===== src/rtl/dsp_sub_pair_sched.sv =====
// dsp_sub_pair_sched: pairs consecutive scalar subtract requests into the two
// lanes of an external SIMD subtractor, fires both lanes in one evaluation and
// replays the lane results as a scalar stream in acceptance order.
// Optional feature macro: DSP_SUB_PAIR_TIMEOUT_EN -- when defined, a lone
// operand waiting in HALF is flushed as a single-lane issue after `timeout`
// HALF cycles; when undefined, HALF waits indefinitely for a partner.
module dsp_sub_pair_sched #(
  parameter int unsigned width   = 24,
  parameter int unsigned timeout = 4
) (
  input  logic             clock,
  input  logic             reset,
  input  logic             in_valid,
  output logic             in_ready,
  input  logic [width-1:0] in_a,
  input  logic [width-1:0] in_b,
  output logic [width-1:0] dsp_a0,
  output logic [width-1:0] dsp_b0,
  output logic [width-1:0] dsp_a1,
  output logic [width-1:0] dsp_b1,
  input  logic [width-1:0] dsp_y0,
  input  logic [width-1:0] dsp_y1,
  output logic             out_valid,
  input  logic             out_ready,
  output logic [width-1:0] out_y
);

  // Reject illegal configurations at elaboration time.
  if (width == 0 || width > 24) begin : g_bad_width
    $error("dsp_sub_pair_sched: width must be in 1..24");
  end
  if (timeout == 0 || timeout > 255) begin : g_bad_timeout
    $error("dsp_sub_pair_sched: timeout must be in 1..255");
  end

  typedef enum logic [2:0] {
    S_EMPTY,
    S_HALF,
    S_FIRE,
    S_DRAIN0,
    S_DRAIN1
  } state_t;

  state_t           state_q, state_d;
  logic [width-1:0] a0_q, a0_d, b0_q, b0_d;
  logic [width-1:0] a1_q, a1_d, b1_q, b1_d;
  logic [width-1:0] r0_q, r0_d, r1_q, r1_d;
  logic             pair_q, pair_d;
  logic             accept;

`ifdef DSP_SUB_PAIR_TIMEOUT_EN
  localparam logic [7:0] CntLast = 8'(timeout - 1);
  logic [7:0] cnt_q, cnt_d;
`endif

  assign in_ready = ~reset & ((state_q == S_EMPTY) | (state_q == S_HALF));
  assign accept   = in_valid & in_ready;

  // Next-state logic: operand capture, pairing/flush decision, result capture.
  always_comb begin
    state_d = state_q;
    a0_d    = a0_q;
    b0_d    = b0_q;
    a1_d    = a1_q;
    b1_d    = b1_q;
    r0_d    = r0_q;
    r1_d    = r1_q;
    pair_d  = pair_q;
`ifdef DSP_SUB_PAIR_TIMEOUT_EN
    cnt_d   = cnt_q;
`endif
    case (state_q)
      S_EMPTY: begin
        if (accept) begin
          a0_d    = in_a;
          b0_d    = in_b;
`ifdef DSP_SUB_PAIR_TIMEOUT_EN
          cnt_d   = '0;
`endif
          state_d = S_HALF;
        end
      end
      S_HALF: begin
        // A partner arriving in the flush cycle wins over the flush.
        if (accept) begin
          a1_d    = in_a;
          b1_d    = in_b;
          pair_d  = 1'b1;
          state_d = S_FIRE;
        end
`ifdef DSP_SUB_PAIR_TIMEOUT_EN
        else if (cnt_q == CntLast) begin
          a1_d    = '0;
          b1_d    = '0;
          pair_d  = 1'b0;
          state_d = S_FIRE;
        end else begin
          cnt_d   = cnt_q + 8'd1;
        end
`endif
      end
      S_FIRE: begin
        r0_d    = dsp_y0;
        r1_d    = dsp_y1;
        state_d = S_DRAIN0;
      end
      S_DRAIN0: begin
        if (out_ready) begin
          state_d = pair_q ? S_DRAIN1 : S_EMPTY;
        end
      end
      S_DRAIN1: begin
        if (out_ready) begin
          state_d = S_EMPTY;
        end
      end
      default: state_d = S_EMPTY;
    endcase
  end

  // State and datapath registers with synchronous clear.
  always_ff @(posedge clock) begin
    if (reset) begin
      state_q <= S_EMPTY;
      a0_q    <= '0;
      b0_q    <= '0;
      a1_q    <= '0;
      b1_q    <= '0;
      r0_q    <= '0;
      r1_q    <= '0;
      pair_q  <= 1'b0;
`ifdef DSP_SUB_PAIR_TIMEOUT_EN
      cnt_q   <= '0;
`endif
    end else begin
      state_q <= state_d;
      a0_q    <= a0_d;
      b0_q    <= b0_d;
      a1_q    <= a1_d;
      b1_q    <= b1_d;
      r0_q    <= r0_d;
      r1_q    <= r1_d;
      pair_q  <= pair_d;
`ifdef DSP_SUB_PAIR_TIMEOUT_EN
      cnt_q   <= cnt_d;
`endif
    end
  end

  // Lane operands drive the subtractor directly; forced to zero while in reset.
  assign dsp_a0 = reset ? '0 : a0_q;
  assign dsp_b0 = reset ? '0 : b0_q;
  assign dsp_a1 = reset ? '0 : a1_q;
  assign dsp_b1 = reset ? '0 : b1_q;

  assign out_valid = ~reset & ((state_q == S_DRAIN0) | (state_q == S_DRAIN1));

  // Scalar result mux; zero whenever no result is presented.
  always_comb begin
    out_y = '0;
    if (!reset) begin
      case (state_q)
        S_DRAIN0: out_y = r0_q;
        S_DRAIN1: out_y = r1_q;
        default:  out_y = '0;
      endcase
    end
  end

endmodule

===== config.mk =====
export PLATFORM = sky130hd
export DESIGN_NAME = dsp_sub_pair_sched
export DESIGN_NICKNAME = d
export VERILOG_FILES = /design/src/rtl/dsp_sub_pair_sched.sv
export SDC_FILE = /design/constraint.sdc
export NUM_CORES = 1
export LEC_CHECK = 0
export ABC_CLOCK_PERIOD_IN_PS = 3900
export BUFFER_PORTS_ARGS = -buffer_cell sky130_fd_sc_hd__buf_2
export CELL_PAD_IN_SITES_DETAIL_PLACEMENT = 0
export CELL_PAD_IN_SITES_GLOBAL_PLACEMENT = 1
export CORE_UTILIZATION = 41
export CTS_CLUSTER_DIAMETER = 50
export DETAILED_ROUTE_END_ITERATION = 10
export PLACE_DENSITY_LB_ADDON = 0.15
export SLEW_MARGIN = 20
export SYNTH_ARGS = -nofsm -noshare
export SYNTH_HDL_FRONTEND = slang
export SYNTH_SLANG_ARGS = --single-unit

===== constraint.sdc =====
create_clock -name clock -period 3.9 [get_ports clock]
set_clock_uncertainty 0.1 [all_clocks]
set_input_delay 1.17 -clock clock [delete_from_list [all_inputs] [get_ports clock]]
set_output_delay 1.17 -clock clock [all_outputs]
set_load 0.02 [all_outputs]

==> run summary, run 1 <==
Register area = 0.002963 sq mm
Max-cap check violation count = 0
PnR worst setup slack = 0.3175 ns
Worst vdd ir = 0.3201 mV
Syn Std Cell Area = 0.006859 sq mm
PD cells = 442.3 mW/mm^2
Clk network pwr share = 46.3%
Hold Vio Cnt, Final = 0
Clock Latency Late Sink = 0.41 ns
Area Growth Syn to Fin = 27.76%
Num CTS Buffers = 17
PnR Total Power = 3876 uW
Initial antenna violation count = 2
Critical Path RT = 2.63 ns
Most frequent cells in the layout = nand2b_1, buf_2, dfxtp_1
Via count = 5,245
Layout cell share with drive strength beyond 1 = 29.01%
Leak = 0.004587 uW
Final Max Slew Viols = 0
Pre-CTS setup slack = 0.4047 ns
RSZ-0062 raised after global routing = no
NetSw = 895.7 uW
Slew HR = 32.45%
DRT iter0 DRCs = 210
Worst-Margin Slew = 1.013 ns
Largest net degree at the start of global routing = 57
RD Place Congestion = 0.7953
Die area = 0.01725 sq mm
Multi-input gate area = 0.003254 sq mm
Initial Util = 42.56%
Yosys reg bits = 148
Status = completed
Die Y = 131.3 um
Core ar. = 0.01612 sq mm
First-pass GRT wire length = 25,450 um
Filler cells = 1,521
Worst EP arrival = 2.31 ns
Mean Syn Cell Area = 9.540 sq um
Setup crit start kind = flop
Internal Power = 2981 uW
Detailed placement HPWL = 11,040 um
Commonest non-fill, non-tap cell in the layout = nand2b_1
Max Buffers Root-to-Sink = 2
Clk slew on worst S/H paths = 0.06 ns
Ys Warns = 0
Minimum clock period = 3.583 ns
Total gr overflow = 0
Period utilisation layout = 91.86%
Sw frac = 23.11%
Aggregate global-route resource usage = 18.15%
First drt pass iteration count = 5
Layout Nets = 1,021
CTS hold repair buffers = 0
Die Width = 131.3 um
Post-synthesis sequential area ratio = 43.20%
Post-synth net total = 819
Reg power frac = 41.9%
Critical path peak fanout = 26
Post-DR vias/cell = 4.557
Post-CTS setup buffers = 0
Hold Path Class = flop to flop
Post-route setup TNS = 0 ns
# clock sinks = 148
Crit Path Category = flop to output pin
Crit path capture type = output pin
Post-layout util = 54.38%
Comb pwr share = 11.8%
Antenna viol nets, final = 0
Routed WL = 15,460 um
Clk root buf = clkbuf_16
Vias in the first global route = 5,262
Cts repair resizes = 0
Cell Chain, Critical Path = or3b_1 > o22ai_1 > buf_2
DR WL/cell = 13.44 um
Yosys cell types = 23
Fmax = 279.1 MHz
Hold slack = 0.3793 ns
H-tree lvl count = 4
Io pins = 222
Cell count after synthesis = 719
Row count = 46
CP max-delay cell = or3b_1
CTS tree = built
Port Buffers = 221
CP peak stage delay = 0.82 ns
Final setup vio count = 0
Remaining DRCs = 0
## cells by family (layout without fill, tap and decap cells)
logic type / count (synthesis) / count (layout) / synth area share [%]
and+or+nand+nor: 249 / 249 / 23.20
DFF: 148 / 148 / 43.20
buffers and inverters: 147 / 362 / 9.504
muxes: 145 / 145 / 21.18
AOI/OAI and AO/OA: 30 / 30 / 2.919
other: 0 / 1 / 0
## area by class of cell
class,instances,area share [%]
antenna,1,0.02856
clock inverter,13,2.327
timing repair buffer,234,14.33
inverter,96,4.112
multi-input combinational,424,37.14
tap,216,3.084
clock buffer,19,5.168
sequential,148,33.81
## synth_stat cells
| cell type | count | area (sq um) |
|---|---|---|
| nor3_1 | 2 | 10.01 |
| o21ba_1 | 1 | 10.01 |
| dfxtp_1 | 148 | 2963 |
| o22ai_1 | 24 | 150.1 |
| buf_2 | 8 | 40.04 |
| nand2b_1 | 240 | 1501 |
| a211oi_1 | 1 | 7.510 |
| mux2_2 | 1 | 11.26 |
| a2111oi_0 | 1 | 8.760 |
| nor3b_2 | 1 | 12.51 |
| a21oi_1 | 1 | 5.000 |
| nor4b_4 | 1 | 23.77 |
| a21bo_2 | 1 | 10.01 |
| buf_8 | 3 | 45.04 |
| buf_6 | 4 | 45.04 |
| inv_1 | 96 | 360.4 |
| mux2i_1 | 144 | 1441 |
| o32ai_1 | 1 | 8.760 |
| nand3b_1 | 3 | 22.52 |
| and4bb_1 | 1 | 12.51 |
| buf_4 | 7 | 52.55 |
| or3b_1 | 1 | 8.760 |
| clkbuf_1 | 29 | 108.9 |
## power by group through the flow
stage	Clock (uW)	Combinational, uW	Sequential (uW)
3_5_place_dp	0	461	1660
6_report	1800	456	1620
5_1_grt	1910	499	1630
3_3_place_gp	0	452	1650
2_1_floorplan	0	332	1650
4_1_cts	1840	462	1620
## flip-flops by register name, summed over array words and instances, names as in the netlist
register and count:
b0_q 24, b1_q 24, r0_q 24, a0_q 24, r1_q 24, state_q 3
pair_q 1, a1_q 24
## metrics by stage
stage	cells	area, sq um
after floorplan	719	6859
after global placement	1118	8104
after detailed placement	1118	8104
after CTS	1150	8761
after global routing	1150	8761
final	1151	8763
## worst max-delay path, delay by kind of cell, from the launching register on
kind	cells	cell delay, ns
AOI/OAI and AO/OA	1	0.34
buffers and inverters	1	0.22
DFF	1	0.53
and+or+nand+nor	1	0.82
## path summary, 6_finish.rpt
check	from	to	slack, ns	depth (start not counted)
worst max-delay path	state_q[2]	out_y[17]	0.32	3
worst min-delay path	pair_q	pair_q	0.38	1
worst min register to register	pair_q	pair_q	0.38	1
worst max register to register	state_q[0]	a1_q[3]	1.94	3
## layer usage
layer	up-vias	track usage, %	routed length [um]
li1	2681	-	-
met1	2411	22.12	7059
met2	139	30.38	7237
met3	12	6.019	1025
met4	2	5.103	127
met5	-	0	13
No activity file was read; power rests on OpenSTA's default activity.
==> run 2, diff against run 1 <==
--- a/config.mk
+++ b/config.mk
@@ -12,7 +12,7 @@
 export CORE_UTILIZATION = 41
 export CTS_CLUSTER_DIAMETER = 50
 export DETAILED_ROUTE_END_ITERATION = 10
-export PLACE_DENSITY_LB_ADDON = 0.15
+export PLACE_DENSITY_LB_ADDON = 0.1
 export SLEW_MARGIN = 20
 export SYNTH_ARGS = -nofsm -noshare
 export SYNTH_HDL_FRONTEND = slang
==> run summary, run 2 (synthesized netlist as in run 1, its figures left out) <==
DR WL/cell = 13.49 um (+0.37%)
First drt pass iteration count = 4 (-1)
CTS hold repair buffers = 0 (unchanged)
Io pins = 222 (unchanged)
WHS Endpoint = b1_q[5]
Pre-CTS setup slack = 0.3495 ns (-0.05517 ns)
Port Buffers = 221 (unchanged)
Final setup vio count = 0 (unchanged)
RD Place Congestion = 0.8102 (+1.9%)
Core ar. = 0.01612 sq mm (unchanged)
Period utilisation layout = 91.61% (-0.25 points)
Internal Power = 2828 uW (-5.1%)
Setup crit start kind = flop
Comb pwr share = 12.5% (+0.7 points)
Final Max Slew Viols = 0 (unchanged)
Reg2reg end = state_q[2]
Most frequent cells in the layout = nand2b_1, buf_2, dfxtp_1
Clock Latency Late Sink = 0.41 ns (about the same)
Remaining DRCs = 0 (unchanged)
Initial Util = 42.56% (unchanged)
Die Y = 131.3 um (unchanged)
DRT iter0 DRCs = 167 (-20%)
Hold Vio Cnt, Final = 0 (unchanged)
Crit path capture type = output pin
Initial antenna violation count = 2 (unchanged)
PnR worst setup slack = 0.3274 ns (+0.009891 ns)
Aggregate global-route resource usage = 18.20% (+0.044 points)
Critical Path RT = 2.63 ns (about the same)
Commonest non-fill, non-tap cell in the layout = nand2b_1
Antenna viol nets, final = 0 (unchanged)
Cts repair resizes = 0 (unchanged)
Die Width = 131.3 um (unchanged)
Max-cap check violation count = 0 (unchanged)
Clk root buf = clkbuf_16
Layout cell share with drive strength beyond 1 = 28.88% (-0.14 points)
Worst Hold Depth = 2 (+1)
Largest net degree at the start of global routing = 49 (-14%)
First-pass GRT wire length = 25,270 um (-0.68%)
Post-route setup TNS = 0 ns (unchanged)
Hold Path Class = flop to flop
Reg2Reg Launch Point = state_q[2]
Row count = 46 (unchanged)
Post-DR vias/cell = 4.571 (+0.31%)
PD cells = 423.4 mW/mm^2 (-4.3%)
NetSw = 872.9 uW (-2.5%)
Routed WL = 15,540 um (+0.46%)
Crit Path Category = flop to output pin
Clk slew on worst S/H paths = 0.06 ns (about the same)
Slew HR = 30.57% (-1.9 points)
Worst R2R Path Depth = 2 (-1)
CTS tree = built
Area after DPL = 0.008157 sq mm (+0.65%)
Reg power frac = 43.9% (+2.0 points)
# clock sinks = 148 (unchanged)
Worst-Margin Slew = 1.041 ns (+0.02810 ns)
Total gr overflow = 0 (unchanged)
Max Buffers Root-to-Sink = 2 (unchanged)
Post-CTS setup buffers = 0 (unchanged)
Placed insts = 1,120 (+0.18%)
Sw frac = 23.58% (+0.48 points)
Worst EP arrival = 2.30 ns (about the same)
Layout Nets = 1,023 (+0.20%)
Die area = 0.01725 sq mm (unchanged)
Minimum clock period = 3.573 ns (-0.009891 ns)
R2R Setup Slk = 1.95 ns (about the same)
Critical path peak fanout = 26 (unchanged)
Status = completed
PnR Total Power = 3701 uW (-4.5%)
Design area = 0.008741 sq mm (-0.26%)
Clk network pwr share = 43.7% (-2.6 points)
Num CTS Buffers = 17 (unchanged)
Fmax = 279.9 MHz (+0.28%)
Worst vdd ir = 0.3113 mV (-2.7%)
Detailed placement HPWL = 11,030 um (-0.14%)
Area Growth Syn to Fin = 27.44%
Via count = 5,266 (+0.40%)
Count of non-filler cells in the finished layout = 1,152 (+0.087%)
Leak = 0.004571 uW (-0.33%)
H-tree lvl count = 4 (unchanged)
RSZ-0062 raised after global routing = no
Hold path start = b1_q[5]
Vias in the first global route = 5,313 (+0.97%)
## run 2: changes by cell type in the layout (fill, tap and decap cells not counted), moves of 2 or more
cell,before,now
bufinv_16,5,3
buf_12,4,7
clkinv_2,4,6
clkbuf_1,0,2
clkinv_4,2,0
## run 2: per-stage QoR
step	utilization, %	hold slack, ns
after floorplan	-	0.3494
after global placement	50.61	0.3569
after detailed placement	50.61	0.3753
after CTS	54.22	0.3864
after global routing	54.22	0.3979
final	54.24	0.3796
## run 2: layout make-up
type | count | area [sq um]
clock buffer | 20 | 446.7
inverter | 96 | 360.3
antenna | 1 | 2.502
fill | 1533 | 7375
sequential | 148 | 2963
tap | 216 | 270.3
clock inverter | 11 | 135.1
multi-input combinational | 424 | 3254
timing repair buffer | 236 | 1309
## run 2: metal layers
metal  wire length [um]  up-vias  GRT usage (%)
met5                  0        -              0
met4                276        0          7.623
met3                920       22          5.556
met1               6796     2412          21.31
met2               7541      141          30.73
li1                   -     2691              -
## run 2: worst max path at each step
stage,startpoint,end,slack [ns],depth (start not counted)
finish,state_q[2],out_y[4],0.33,3
global route,state_q[2],out_y[13],0.19,3
CTS,state_q[2],out_y[4],0.28,3
detailed placement,reset,dsp_a0[17],0.35,6
global placement,reset,dsp_a1[12],0.40,6
floorplan,reset,out_y[10],0.61,4
## run 2: worst max-delay path, stage by stage (launching register included)
cell     delay, ns
dfxtp_1       0.52
or3b_1        0.82
o22ai_1       0.32
buf_2         0.22
## run 2: power groups by stage
stage                     Sequential (uW)  Clock [uW]  Combinational [uW]
after detailed placement             1660           0                 467
after CTS                            1620        1660                 469
final                                1620        1620                 462
after global placement               1650           0                 458
after floorplan                      1650           0                 332
after global routing                 1630        1730                 503
==> run 3, diff against run 2 <==
--- a/config.mk
+++ b/config.mk
@@ -5,7 +5,6 @@
 export SDC_FILE = /design/constraint.sdc
 export NUM_CORES = 1
 export LEC_CHECK = 0
-export ABC_CLOCK_PERIOD_IN_PS = 3900
 export BUFFER_PORTS_ARGS = -buffer_cell sky130_fd_sc_hd__buf_2
 export CELL_PAD_IN_SITES_DETAIL_PLACEMENT = 0
 export CELL_PAD_IN_SITES_GLOBAL_PLACEMENT = 1
@@ -13,6 +12,7 @@
 export CTS_CLUSTER_DIAMETER = 50
 export DETAILED_ROUTE_END_ITERATION = 10
 export PLACE_DENSITY_LB_ADDON = 0.1
+export RECOVER_POWER = 25
 export SLEW_MARGIN = 20
 export SYNTH_ARGS = -nofsm -noshare
 export SYNTH_HDL_FRONTEND = slang
==> run summary, run 3 (synthesized netlist as in run 1, its figures left out) <==
Layout cell share with drive strength beyond 1 = 28.45% (-0.43 points)
RSZ-0062 raised after global routing = no
# clock sinks = 148 (unchanged)
First-pass GRT wire length = 25,270 um (unchanged)
Final setup vio count = 0 (unchanged)
Aggregate global-route resource usage = 18.20% (unchanged)
Worst R2R Path Depth = 3 (+1)
Clk slew on worst S/H paths = 0.05 ns (about the same)
DRT iter0 DRCs = 190 (+14%)
Slew HR = -17.48% (-48 points)
Die area = 0.01725 sq mm (unchanged)
Vias in the first global route = 5,313 (unchanged)
Failing checks = capacitance limit, slew limit
Max-cap check violation count = 2 (+2)
Leak = 0.004555 uW (-0.35%)
Worst EP arrival = 2.27 ns (-0.03 ns)
Met1 WL = 6811 um (+0.22%)
Initial antenna violation count = 2 (unchanged)
Post-route setup TNS = 0 ns (unchanged)
Post-DR vias/cell = 4.570 (about the same)
Routed WL = 15,550 um (about the same)
Final Max Slew Viols = 98 (+98)
Most frequent cells in the layout = nand2b_1, buf_2, dfxtp_1
Worst-Margin Slew = 1.762 ns (+0.7207 ns)
Via count = 5,265 (-0.019%)
Largest net degree at the start of global routing = 49 (unchanged)
Worst Hold Depth = 2 (unchanged)
Total gr overflow = 0 (unchanged)
Max Buffers Root-to-Sink = 2 (unchanged)
Hold slack = 0.3796 ns (+0.000006000 ns)
Hold Path Class = flop to flop
CTS hold repair buffers = 0 (unchanged)
Worst vdd ir = 0.3021 mV (-3.0%)
Io pins = 222 (unchanged)
Critical Path RT = 2.63 ns (about the same)
Die Width = 131.3 um (unchanged)
Crit path capture type = output pin
Critical path peak fanout = 45 (+73%)
Crit Path Category = primary input to output pin
Clock Latency Late Sink = 0.41 ns (about the same)
Setup crit start kind = primary input
Fmax = 282.3 MHz (+0.87%)
Max Used Layer = met4
DR WL/cell = 13.49 um (about the same)
Clk root buf = clkbuf_16
Num CTS Buffers = 17 (unchanged)
Filler cells = 1,538 (+0.33%)
RD Place Congestion = 0.8102 (unchanged)
Minimum clock period = 3.542 ns (-0.03086 ns)
Area Growth Syn to Fin = 26.72%
Port Buffers = 221 (unchanged)
Antenna viol nets, final = 0 (unchanged)
Cts repair resizes = 0 (unchanged)
Met2 routed WL = 7553 um (+0.16%)
Post-CTS setup buffers = 0 (unchanged)
First drt pass iteration count = 4 (unchanged)
Layout Nets = 1,023 (unchanged)
Hold Vio Cnt, Final = 0 (unchanged)
Initial Util = 42.56% (unchanged)
Detailed placement HPWL = 11,030 um (unchanged)
Row count = 46 (unchanged)
Commonest non-fill, non-tap cell in the layout = nand2b_1
Remaining DRCs = 0 (unchanged)
PD cells = 426.0 mW/mm^2 (+0.61%)
Status = complete, but fails checks
Period utilisation layout = 90.81% (-0.79 points)
H-tree lvl count = 4 (unchanged)
Core ar. = 0.01612 sq mm (unchanged)
Metal3 WL = 902 um (-2.0%)
Die Y = 131.3 um (unchanged)
CTS tree = built
run 3: cell types whose count changed in the layout (fill, tap and decap cells not counted), sizes merged:
cell / before / now
buf: 236 / 233
clkbuf: 20 / 23
run 3: worst paths after layout:
kind / from / end / slack [ns]
hold / removal: b1_q[5] / b1_q[5] / 0.38
hold reg to reg: b1_q[5] / b1_q[5] / 0.38
setup / recovery: reset / dsp_a0[17] / 0.36
setup reg to reg: state_q[0] / a0_q[21] / 1.33
run 3: layout make-up:
class | instances | area [sq um] | share of cell area [%]
multi-input cells | 424 | 3224 | 37.10
flip-flops and latches | 148 | 2963 | 34.09
repair buffers | 236 | 1290 | 14.84
clock buffers | 20 | 446.7 | 5.139
inverters | 96 | 360.3 | 4.146
well taps | 216 | 270.3 | 3.109
clock inverters | 11 | 135.1 | 1.555
diodes | 1 | 2.502 | 0.02879
run 3: critical path, cell delays in order:
cell and delay, ns:
buf_4 0.33, buf_12 0.24, buf_12 0.17, nand2b_1 0.15
inv_1 0.05, buf_2 0.15
run 3: power by group:
group	internal, uW	leakage [uW]	switching, uW
logic	223	0.00306	242
clock network	1010	0.000285	605
registers	1600	0.00121	24.7
run 3: metal layers:
| metal | vias to the layer above | global-route usage (%) |
|---|---|---|
| li1 | 2692 | - |
| met1 | 2414 | 21.31 |
| met2 | 138 | 30.73 |
| met3 | 21 | 5.556 |
| met4 | 0 | 7.623 |
| met5 | - | 0 |
run 3: per-stage QoR:
stage               worst slack (ns)  instance area, sq um  utilization (%)  std cells  power, uW
finish                        0.3582                  8692            53.94       1152       3703
global route                  0.2627                  8690            53.92       1151       3867
CTS                           0.2782                  8738            54.22       1151       3756
detailed placement            0.3495                  8157            50.61       1120       2124
global placement              0.4041                  8157            50.61       1120       2112
floorplan                     0.6077                  6859                -        719       1977
